### config.mk
export PLATFORM = sky130hd
export DESIGN_NAME = branch_history_table
export DESIGN_NICKNAME = d
export VERILOG_FILES = /design/src/rtl/branch_history_table_pkg.sv /design/src/rtl/branch_history_table_sat_counter2.sv /design/src/rtl/branch_history_table.sv
export SDC_FILE = /design/constraint.sdc
export NUM_CORES = 1
export LEC_CHECK = 0
export ABC_AREA = 1
export CAP_MARGIN = 20
export CORE_MARGIN = 3
export CORE_UTILIZATION = 40
export CTS_CLUSTER_SIZE = 10
export DETAILED_ROUTE_END_ITERATION = 8
export PLACE_DENSITY = 0.58
export SYNTH_ARGS = -nofsm -noshare
export SYNTH_HDL_FRONTEND = slang
export SYNTH_SLANG_ARGS = --single-unit
### constraint.sdc
create_clock -name clk -period 1.82 [get_ports clk]
set_input_delay 0.273 -clock clk [delete_from_list [all_inputs] [get_ports clk]]
set_output_delay 0.273 -clock clk [all_outputs]
set_load 0.01 [all_outputs]
### src/rtl/branch_history_table_pkg.sv
// Shared definitions for the branch history table and its neighbours.
// Latency: n/a (constants, types and a slice helper only).
// Backpressure: n/a.
//
// Fetch and prediction-decision stages import the same PC slice constants so
// that every stage agrees on which PC bits form the index and which form the tag.
package branch_history_table_pkg;

    localparam int BHT_IDX_W  = 5;
    localparam int BHT_TAG_W  = 5;
    localparam int BHT_PC_W   = 32;

    // PCs are word aligned, so the two lowest bits never carry information.
    localparam int PC_IDX_LSB = 2;

    // Two-bit saturating counter encodings.
    typedef enum logic [1:0] {
        SNT = 2'b00,
        WNT = 2'b01,
        WT  = 2'b10,
        ST  = 2'b11
    } cnt_e;

    // Counter value every entry takes at reset (weakly not-taken).
    localparam logic [1:0] BHT_CNT_INIT = WNT;

    // Lowest PC bit of the tag field for a given index width.
    function automatic int tag_lsb(input int idx_w);
        return PC_IDX_LSB + idx_w;
    endfunction

endpackage

### src/rtl/branch_history_table_sat_counter2.sv
// Two-bit saturating counter next-state function.
// Latency: purely combinational.
// Backpressure: none.
//
// Ports:
//   cnt      - current counter value
//   taken    - resolved branch direction
//   cnt_next - counter after one training step, clamped at 00 and 11
module sat_counter2
    import branch_history_table_pkg::*;
(
    input  logic [1:0] cnt,
    input  logic       taken,
    output logic [1:0] cnt_next
);

    always_comb begin
        cnt_next = cnt;
        if (taken) begin
            if (cnt != ST) begin
                cnt_next = cnt + 2'd1;
            end
        end else begin
            if (cnt != SNT) begin
                cnt_next = cnt - 2'd1;
            end
        end
    end

endmodule

### src/rtl/branch_history_table.sv
// Branch history table: {valid, tag, 2-bit counter} storage plus update stage.
// Latency: lookup 1 cycle (registered outputs); update written on the same edge.
// Backpressure: none; lk_en=0 stalls (holds) lookup outputs, one update per cycle.
//
// Ports:
//   clk, rst_n                           - clock, async active-low reset
//   lk_en, lk_pc                         - lookup request (lk_en=0 holds outputs)
//   rd_valid, rd_tag, rd_counter, tag    - registered lookup result and PC tag
//   upd_en, upd_pc, upd_taken            - branch resolution from execute
//   upd_hit                              - registered: last update hit a valid entry
//
// Build option: define BHT_BYPASS_EN to forward a same-cycle, same-index update
// into the lookup result; otherwise the lookup reads the pre-update entry.
module branch_history_table
    import branch_history_table_pkg::*;
#(
    parameter int         IDX_W    = BHT_IDX_W,
    parameter int         TAG_W    = BHT_TAG_W,
    parameter int         PC_W     = BHT_PC_W,
    parameter logic [1:0] CNT_INIT = BHT_CNT_INIT
) (
    input  logic             clk,
    input  logic             rst_n,
    input  logic             lk_en,
    input  logic [PC_W-1:0]  lk_pc,
    output logic             rd_valid,
    output logic [TAG_W-1:0] rd_tag,
    output logic [1:0]       rd_counter,
    output logic [TAG_W-1:0] tag,
    input  logic             upd_en,
    input  logic [PC_W-1:0]  upd_pc,
    input  logic             upd_taken,
    output logic             upd_hit
);

    localparam int DEPTH   = 1 << IDX_W;
    localparam int IDX_LSB = PC_IDX_LSB;
    localparam int IDX_MSB = IDX_LSB + IDX_W - 1;
    localparam int TAG_LSB = tag_lsb(IDX_W);
    localparam int TAG_MSB = TAG_LSB + TAG_W - 1;

    logic [DEPTH-1:0]            valid_q;
    logic [DEPTH-1:0][TAG_W-1:0] tag_q;
    logic [DEPTH-1:0][1:0]       cnt_q;

    logic [IDX_W-1:0] lk_idx;
    logic [TAG_W-1:0] lk_tg;
    logic [IDX_W-1:0] upd_idx;
    logic [TAG_W-1:0] upd_tg;

    assign lk_idx  = lk_pc[IDX_MSB:IDX_LSB];
    assign lk_tg   = lk_pc[TAG_MSB:TAG_LSB];
    assign upd_idx = upd_pc[IDX_MSB:IDX_LSB];
    assign upd_tg  = upd_pc[TAG_MSB:TAG_LSB];

    // Alignment bits and PC bits above the tag do not take part in indexing.
    logic unused_pc_bits;
    if (PC_W > TAG_MSB + 1) begin : g_pc_hi
        assign unused_pc_bits = ^{lk_pc[PC_W-1:TAG_MSB+1], upd_pc[PC_W-1:TAG_MSB+1],
                                  lk_pc[IDX_LSB-1:0], upd_pc[IDX_LSB-1:0]};
    end else begin : g_pc_nohi
        assign unused_pc_bits = ^{lk_pc[IDX_LSB-1:0], upd_pc[IDX_LSB-1:0]};
    end

    // ---------------- update path ----------------
    logic       upd_hit_c;
    logic [1:0] sat_next;
    logic [1:0] new_cnt;

    assign upd_hit_c = valid_q[upd_idx] && (tag_q[upd_idx] == upd_tg);

    sat_counter2 u_sat (
        .cnt      (cnt_q[upd_idx]),
        .taken    (upd_taken),
        .cnt_next (sat_next)
    );

    // On a miss the entry is reallocated at the weak state of the resolved direction.
    assign new_cnt = upd_hit_c ? sat_next : (upd_taken ? WT : WNT);

    always_ff @(posedge clk or negedge rst_n) begin
        if (!rst_n) begin
            valid_q <= '0;
            tag_q   <= '0;
            for (int i = 0; i < DEPTH; i++) begin
                cnt_q[i] <= CNT_INIT;
            end
        end else if (upd_en) begin
            // On a hit the stored tag already equals upd_tg, so one write covers both cases.
            valid_q[upd_idx] <= 1'b1;
            tag_q[upd_idx]   <= upd_tg;
            cnt_q[upd_idx]   <= new_cnt;
        end
    end

    // ---------------- lookup path ----------------
    logic             lk_valid_c;
    logic [TAG_W-1:0] lk_tag_c;
    logic [1:0]       lk_cnt_c;

`ifdef BHT_BYPASS_EN
    logic fwd;
    assign fwd        = upd_en && (upd_idx == lk_idx);
    assign lk_valid_c = fwd ? 1'b1    : valid_q[lk_idx];
    assign lk_tag_c   = fwd ? upd_tg  : tag_q[lk_idx];
    assign lk_cnt_c   = fwd ? new_cnt : cnt_q[lk_idx];
`else
    // Read-before-write: a same-index update becomes visible on the next lookup.
    assign lk_valid_c = valid_q[lk_idx];
    assign lk_tag_c   = tag_q[lk_idx];
    assign lk_cnt_c   = cnt_q[lk_idx];
`endif

    always_ff @(posedge clk or negedge rst_n) begin
        if (!rst_n) begin
            rd_valid   <= 1'b0;
            rd_tag     <= '0;
            rd_counter <= CNT_INIT;
            tag        <= '0;
            upd_hit    <= 1'b0;
        end else begin
            if (lk_en) begin
                rd_valid   <= lk_valid_c;
                rd_tag     <= lk_tag_c;
                rd_counter <= lk_cnt_c;
                tag        <= lk_tg;
            end
            upd_hit <= upd_en && upd_hit_c;
        end
    end

endmodule

==> impl_metrics.yaml, run 1 <==
setup_path:
  cp.arrival_ns: 2.56
  cpMaxStageDelayCell: "dfrtp_1"
  slowest_delay_ns: 0.38
  cp_cell_sequence: "nand2_1 > nand2_1 > nand2_1 > nand2_2 > nand2_1 > nand2_1 > nor2_2 > nand2_2 > a21oi_2 > nand2_2 > nor2_4 > nand3_4 > nand2_8 > buf_12 > nand2_2 > nand2_2"
  cp_top_family: "simple AND/OR/NAND/NOR gates"
  worstSetupEndpointType: "flop"
  critPathBufInv: 1
  crit_start: "tag_q[122]$_DFFE_PN0P_"
  crit_fanout: 8
  crit_type: "reg -> reg"
  worstPathRequired_ns: 2.30
  reg2reg_from: "tag_q[122]$_DFFE_PN0P_"
  cp-start-kind: "flop"
synthesis:
  ys_types: 34
  yosysWarnings: 0
  netlist_instances: 2211
  synth.largest_area_cell: "dfrtp_1"
  syn-cell-area_um2: 15200
  ys_seq_area_frac: 0.449
  ys_ff_latch: 270
  syn_nets: 2280
  synth_top_cell_area_share: 0.391
  synth.area.top_cells: "dfrtp_1, nand2_1, o21ai_0"
  avgSynthCellArea_um2: 6.85
pwr:
  power_leakage_nw: 10.6
  power_density_nw_per_um2: 923
  switching_share: 0.315
  ir_drop_uv: 635
  p_seq_frac: 0.400
  intPower_mw: 13.3
  p_comb_frac: 0.271
  p_switching_mw: 6.09
  clkPwrFrac: 0.330
  totalPowerFinal_mw: 19.3
clock_tree:
  htreeDepth: 2
  clock-sinks: 270
  numCtsBuffers: 34
  clock-root-buffer: "clkbuf_16"
  cts.clk_slew.worst_paths_ns: 0.06
  tritoncts: "yes"
  clock_latency_ns: 0.56
  cts_max_path_buffers: 3
final_layout:
  n_antenna_cell: 0
  syn2layout_area_growth_pct: 38.3
  fill_cells: 3551
  nets: 2686
  stdcell_area_um2: 21000
  drive_gt1_frac: 0.258
  finalNonFillerCells: 3147
drt:
  wl_per_cell_um: 19.2
  drcViolationCount: 0
  totalWireLength_um: 60500
  drtIter0Drc: 1498
  antenna_left: 0
  via_per_inst: 5.26
  dr.pass1.iters: 6
  vias: 16554
grt:
  grt_pass1_vias: 15965
  grt_max_degree: 71
  grt_pass1_wl_um: 92600
  track_usage: 0.295
  overflow: 0
  antenna_found_initial: 1
floorplanning:
  fp.dieH_um: 201
  dieArea_um2: 40300
  die_w_um: 201
  num_rows: 70
  core_um2: 37000
  initial_utilization: 0.410
  io_pins: 83
timing:
  maxSlewHeadroom: 0.653
  setup_tns_ns: -13.07
  setup_viol_count_final: 64
  rsz0062_at_grt: "yes"
  finalCriticalPeriod_ns: 2.08
  period_share: 1.14
  finalWorstSetupSlack_ns: -0.258
  finalHoldViolCount: 0
  slew_violations: 0
  clock-skew-final_ns: 0.0264
  fmax_mhz: 481
  worstMarginPinSlew_ns: 0.519
  hold-worst-slack_ns: 0.168
job:
  maxCapViolations: 0
outcome:
  status: "finished, violations left"
  violations: "negative setup slack"
placement:
  dp_hpwl_um: 42800
  place_congestion: 0.936
  placed_cell_area_um2: 19400
  portBuffers: 38
  dp.cells: 3073
min_path:
  min-delay-path-class: "in -> async"
state kept, by name (all words and copies together), names as in the netlist:
name	cells
valid_q	32
tag	5
rd_counter	2
tag_q	160
rd_tag	5
rd_valid	1
cnt_q	64
upd_hit	1
repair_timing:
item | CTS | global route
hold buffers | 1 | 0
pin swaps | 10 | 19
setup endpoints to repair | 142 | 86
gates cloned | 0 | 3
resized for setup | 43 | 79
endpoints found under the hold margin | 237 | 0
buffers inserted | 6 | 2
worst paths after layout:
check	slack, ns	cells past startpoint	end
max reg2reg	-0.26	16	cnt_q[37]$_DFFE_PN0P_
min in group clk	0.33	2	tag[0]$_DFFE_PN0P_
min	0.17	2	tag[3]$_DFFE_PN0P_
max in group asynchronous	0.91	3	cnt_q[56]$_DFFE_PN1P_
max	-0.26	16	cnt_q[37]$_DFFE_PN0P_
min reg2reg	0.47	2	valid_q[6]$_DFFE_PN0P_
logic make-up (layout without fill, tap and decap cells):
family / Yosys count / in the layout / share of synthesized area
AO/OA/AOI/OAI: 447 / 447 / 0.157
buffers and inverters: 264 / 696 / 0.0725
flip-flops: 270 / 270 / 0.449
multiplexers: 5 / 5 / 0.00372
AND/OR/NAND/NOR: 1225 / 1225 / 0.318
cell usage in the layout (no fill, tap or decap), types with 4 or more instances in the layout:
cell type	count
a21oi_1	16
o221ai_1	9
inv_1	103
o21ai_0	337
clkbuf_1	19
dfrtp_1	237
nand3_1	63
nor3_4	8
nand4_1	8
inv_2	5
nand2_1	862
o22ai_1	58
nor2_1	186
nand2_2	63
clkdlybuf4s50_1	29
buf_4	443
nand2_4	7
nor2_2	14
nand3_2	5
dfstp_2	33
buf_12	34
clkbuf_8	4
o21ai_1	14
clkbuf_16	37
mux2_2	5
Yosys cell counts (all sizes together):
cell type / n
and3: 1
nand4: 8
clkinv: 1
mux2: 5
buf: 49
nor3: 8
o21bai: 3
clkbuf: 100
o211ai: 3
dfrtp: 237
a21oi: 17
nand3: 70
o31ai: 1
nand2: 933
or2: 1
o221ai: 9
nor2: 203
o311ai: 3
dfstp: 33
nand3b: 1
inv: 114
o21ai: 351
o22ai: 58
a221oi: 2
per-layer routing:
layer,share of wire,routed length [um],vias to the layer above,track usage
li1,-,-,7898,-
met1,0.42,25500,7827,0.395
met2,0.46,27500,678,0.464
met3,0.075,4540,151,0.0521
met4,0.048,2920,0,0.142
met5,0,0,-,0
area by class of cell:
type                            instances  area (um2)  area share
Multi-Input combinational cell       1677        7590       0.362
Sequential cell                       270        6800       0.324
Inverter                              115         447      0.0213
Clock inverter                          5        43.8     0.00209
Timing Repair Buffer                  519        4470       0.213
Clock buffer                           57         977      0.0466
Tap cell                              504         631      0.0301
per-stage QoR:
step	util	setup WS, ns
after floorplan	-	-0.110
after CTS	0.558	-0.162
final	0.567	-0.258
after global placement	0.526	-0.916
after detailed placement	0.526	-0.945
after global routing	0.567	-0.367
power groups by stage:
stage	Clock [mW]	Combinational, mW	Sequential [mW]
3_3_place_gp	0	4.95	7.77
2_1_floorplan	0	2.24	7.75
4_1_cts	6.51	5.08	7.71
6_report	6.38	5.23	7.73
3_5_place_dp	0	5.00	7.80
5_1_grt	6.73	5.78	7.84
Note: power is estimated with default switching activity, not from simulation.
==> run 2: changes to the inputs <==
--- a/config.mk
+++ b/config.mk
@@ -6,12 +6,13 @@
 export NUM_CORES = 1
 export LEC_CHECK = 0
 export ABC_AREA = 1
-export CAP_MARGIN = 20
+export CAP_MARGIN = 15
 export CORE_MARGIN = 3
 export CORE_UTILIZATION = 40
 export CTS_CLUSTER_SIZE = 10
 export DETAILED_ROUTE_END_ITERATION = 8
-export PLACE_DENSITY = 0.58
+export DONT_BUFFER_PORTS = 1
+export PLACE_DENSITY = 0.62
 export SYNTH_ARGS = -nofsm -noshare
 export SYNTH_HDL_FRONTEND = slang
 export SYNTH_SLANG_ARGS = --single-unit
==> impl_metrics.yaml, run 2 (synthesized netlist as in run 1, its figures left out) <==
outcome:
  status: "finished, violations left"
  violations: "negative hold slack, negative setup slack"
timing:
  fmax_mhz: 475
  hold-worst-slack_ns: -0.556
  worstMarginPinSlew_ns: 0.800
  maxSlewHeadroom: 0.465
  finalCriticalPeriod_ns: 2.10
  period_share: 1.16
  setup_viol_count_final: 65
  finalWorstSetupSlack_ns: -0.284
  rsz0062_at_grt: "yes"
  slew_violations: 0
  finalHoldViolCount: 270
  clock-skew-final_ns: 0.0281
placement:
  place_congestion: 0.954
  portBuffers: 0
  placed_cell_area_um2: 17900
  dp_hpwl_um: 36100
setup_path:
  cp-start-kind: "flop"
  worstPathRequired_ns: 2.24
  crit_top_cell: "nand2_1"
  cpMaxStageDelayCell: "dfrtp_1"
  crit_fanout: 6
  crit_type: "reg -> reg"
  worstSetupEndpointType: "flop"
  cp_cell_sequence: "nand2_1 > nand2_1 > nand2_1 > nand2_1 > nand2_1 > nand2_1 > nor2_1 > nand2_1 > nand2_1 > nand2_1 > nor2_2 > nand3_2 > nand2_4 > nand2_8 > clkbuf_16 > nand2_2 > nand2_1"
  slowest_delay_ns: 0.39
  cp.arrival_ns: 2.52
clock_tree:
  cts_max_path_buffers: 3
  clock_latency_ns: 0.53
  clock-root-buffer: "clkbuf_16"
  tritoncts: "yes"
  clock-sinks: 270
  numCtsBuffers: 35
  htreeDepth: 2
  cts.clk_slew.worst_paths_ns: 0.06
pwr:
  power_density_nw_per_um2: 964
  totalPowerFinal_mw: 19.1
  ir_drop_uv: 599
  power_leakage_nw: 9.86
final_layout:
  stdcell_area_um2: 19800
  fill_cells: 3566
  layout_common_cells: "nand2_1, o21ai_0, buf_4"
  largest_reg_flops: 160
  largest-register: "tag_q"
  nets: 2526
  drive_gt1_frac: 0.224
  reg_top3: "tag_q x160, cnt_q x64, valid_q x32"
  syn2layout_area_growth_pct: 30.8
  layout_commonest_cell: "nand2_1"
  n_antenna_cell: 0
min_path:
  min-delay-path-class: "in -> async"
drt:
  vias: 16170
  dr.pass1.iters: 5
  drcViolationCount: 0
  wl_per_cell_um: 19.6
  via_per_inst: 5.42
  totalWireLength_um: 58500
  drtIter0Drc: 1587
  antenna_left: 0
job:
  maxCapViolations: 0
floorplanning:
  core_um2: 37000
  num_rows: 70
  dieArea_um2: 40300
  initial_utilization: 0.410
  die_w_um: 201
  io_pins: 83
  fp.dieH_um: 201
grt:
  antenna_found_initial: 2
  grt_pass1_vias: 15572
  overflow: 0
  grt_max_degree: 271
  grt_pass1_wl_um: 90100
  track_usage: 0.282
run 2: cell types whose count changed in the layout (fill, tap and decap cells not counted), moves of 8 or more:
cell	previous run	this run
clkbuf_1	19	11
clkdlybuf4s50_1	29	0
nand3_2	5	16
nand2_2	63	54
o21ai_0	337	326
nand3_1	63	52
buf_12	34	23
buf_4	443	312
nand2_1	862	873
o21ai_1	14	22
dlygate4sd3_1	1	14
run 2: routing by layer:
layer | vias to the layer above | track usage | routed length (um) | part of all wire
met5 | - | 0 | 0 | 0
met4 | 0 | 0.123 | 2870 | 0.049
met3 | 185 | 0.0503 | 5310 | 0.091
met2 | 746 | 0.450 | 26500 | 0.45
met1 | 7659 | 0.378 | 23800 | 0.41
li1 | 7580 | - | - | -
run 2: repair_timing:
item                                    4_1_cts  5_1_grt
cloned                                        3        3
hold buffers                                 13        1
endpoints found under the setup margin       65       74
endpoints found under the hold margin       302      271
buffers inserted                              7        4
resized for setup                            58       90
pin swaps                                    26       42
run 2: area by class of cell:
cell class | count | area, um2 | area share
Clock buffer | 58 | 1100 | 0.0557
Inverter | 115 | 444 | 0.0224
Timing Repair Buffer | 358 | 3130 | 0.158
Sequential cell | 270 | 6800 | 0.343
Clock inverter | 2 | 35.0 | 0.00177
Multi-Input combinational cell | 1677 | 7670 | 0.387
Tap cell | 504 | 631 | 0.0318
run 2: final timing paths:
path / from / end / slack [ns] / depth (start not counted)
max reg2reg: tag_q[115]$_DFFE_PN0P_ / cnt_q[21]$_DFFE_PN0P_ / -0.28 / 17
max: tag_q[115]$_DFFE_PN0P_ / cnt_q[21]$_DFFE_PN0P_ / -0.28 / 17
max in group asynchronous: rst_n / tag_q[14]$_DFFE_PN0P_ / 1.77 / 0
min in group clk: lk_en / rd_valid$_DFFE_PN0P_ / 0.02 / 2
min reg2reg: cnt_q[56]$_DFFE_PN1P_ / cnt_q[56]$_DFFE_PN1P_ / 0.47 / 2
min: rst_n / tag[0]$_DFFE_PN0P_ / -0.56 / 0
run 2: critical path: cells and delay by family (launching register included):
kind	cells	cell delay, ns
buf+inv	1	0.19
simple gates	16	1.39
flops	1	0.39
run 2: through the flow:
stage | util | setup slack, ns | TNS [ns] | hold slack (ns) | cells
floorplan | - | -0.110 | -5.84 | -0.0226 | 2211
global placement | 0.484 | -0.426 | -26.79 | -0.0156 | 2896
detailed placement | 0.484 | -0.459 | -29.03 | -0.0168 | 2896
CTS | 0.528 | -0.163 | -7.82 | -0.570 | 2979
global route | 0.536 | -0.380 | -21.53 | -0.574 | 2984
finish | 0.536 | -0.284 | -14.27 | -0.556 | 2984
run 2: power breakdown:
part / total, mW / switching (mW) / internal, mW
clock: 6.93 / 2.68 / 4.25
combinational: 4.40 / 2.23 / 2.18
sequential: 7.77 / 0.659 / 7.11
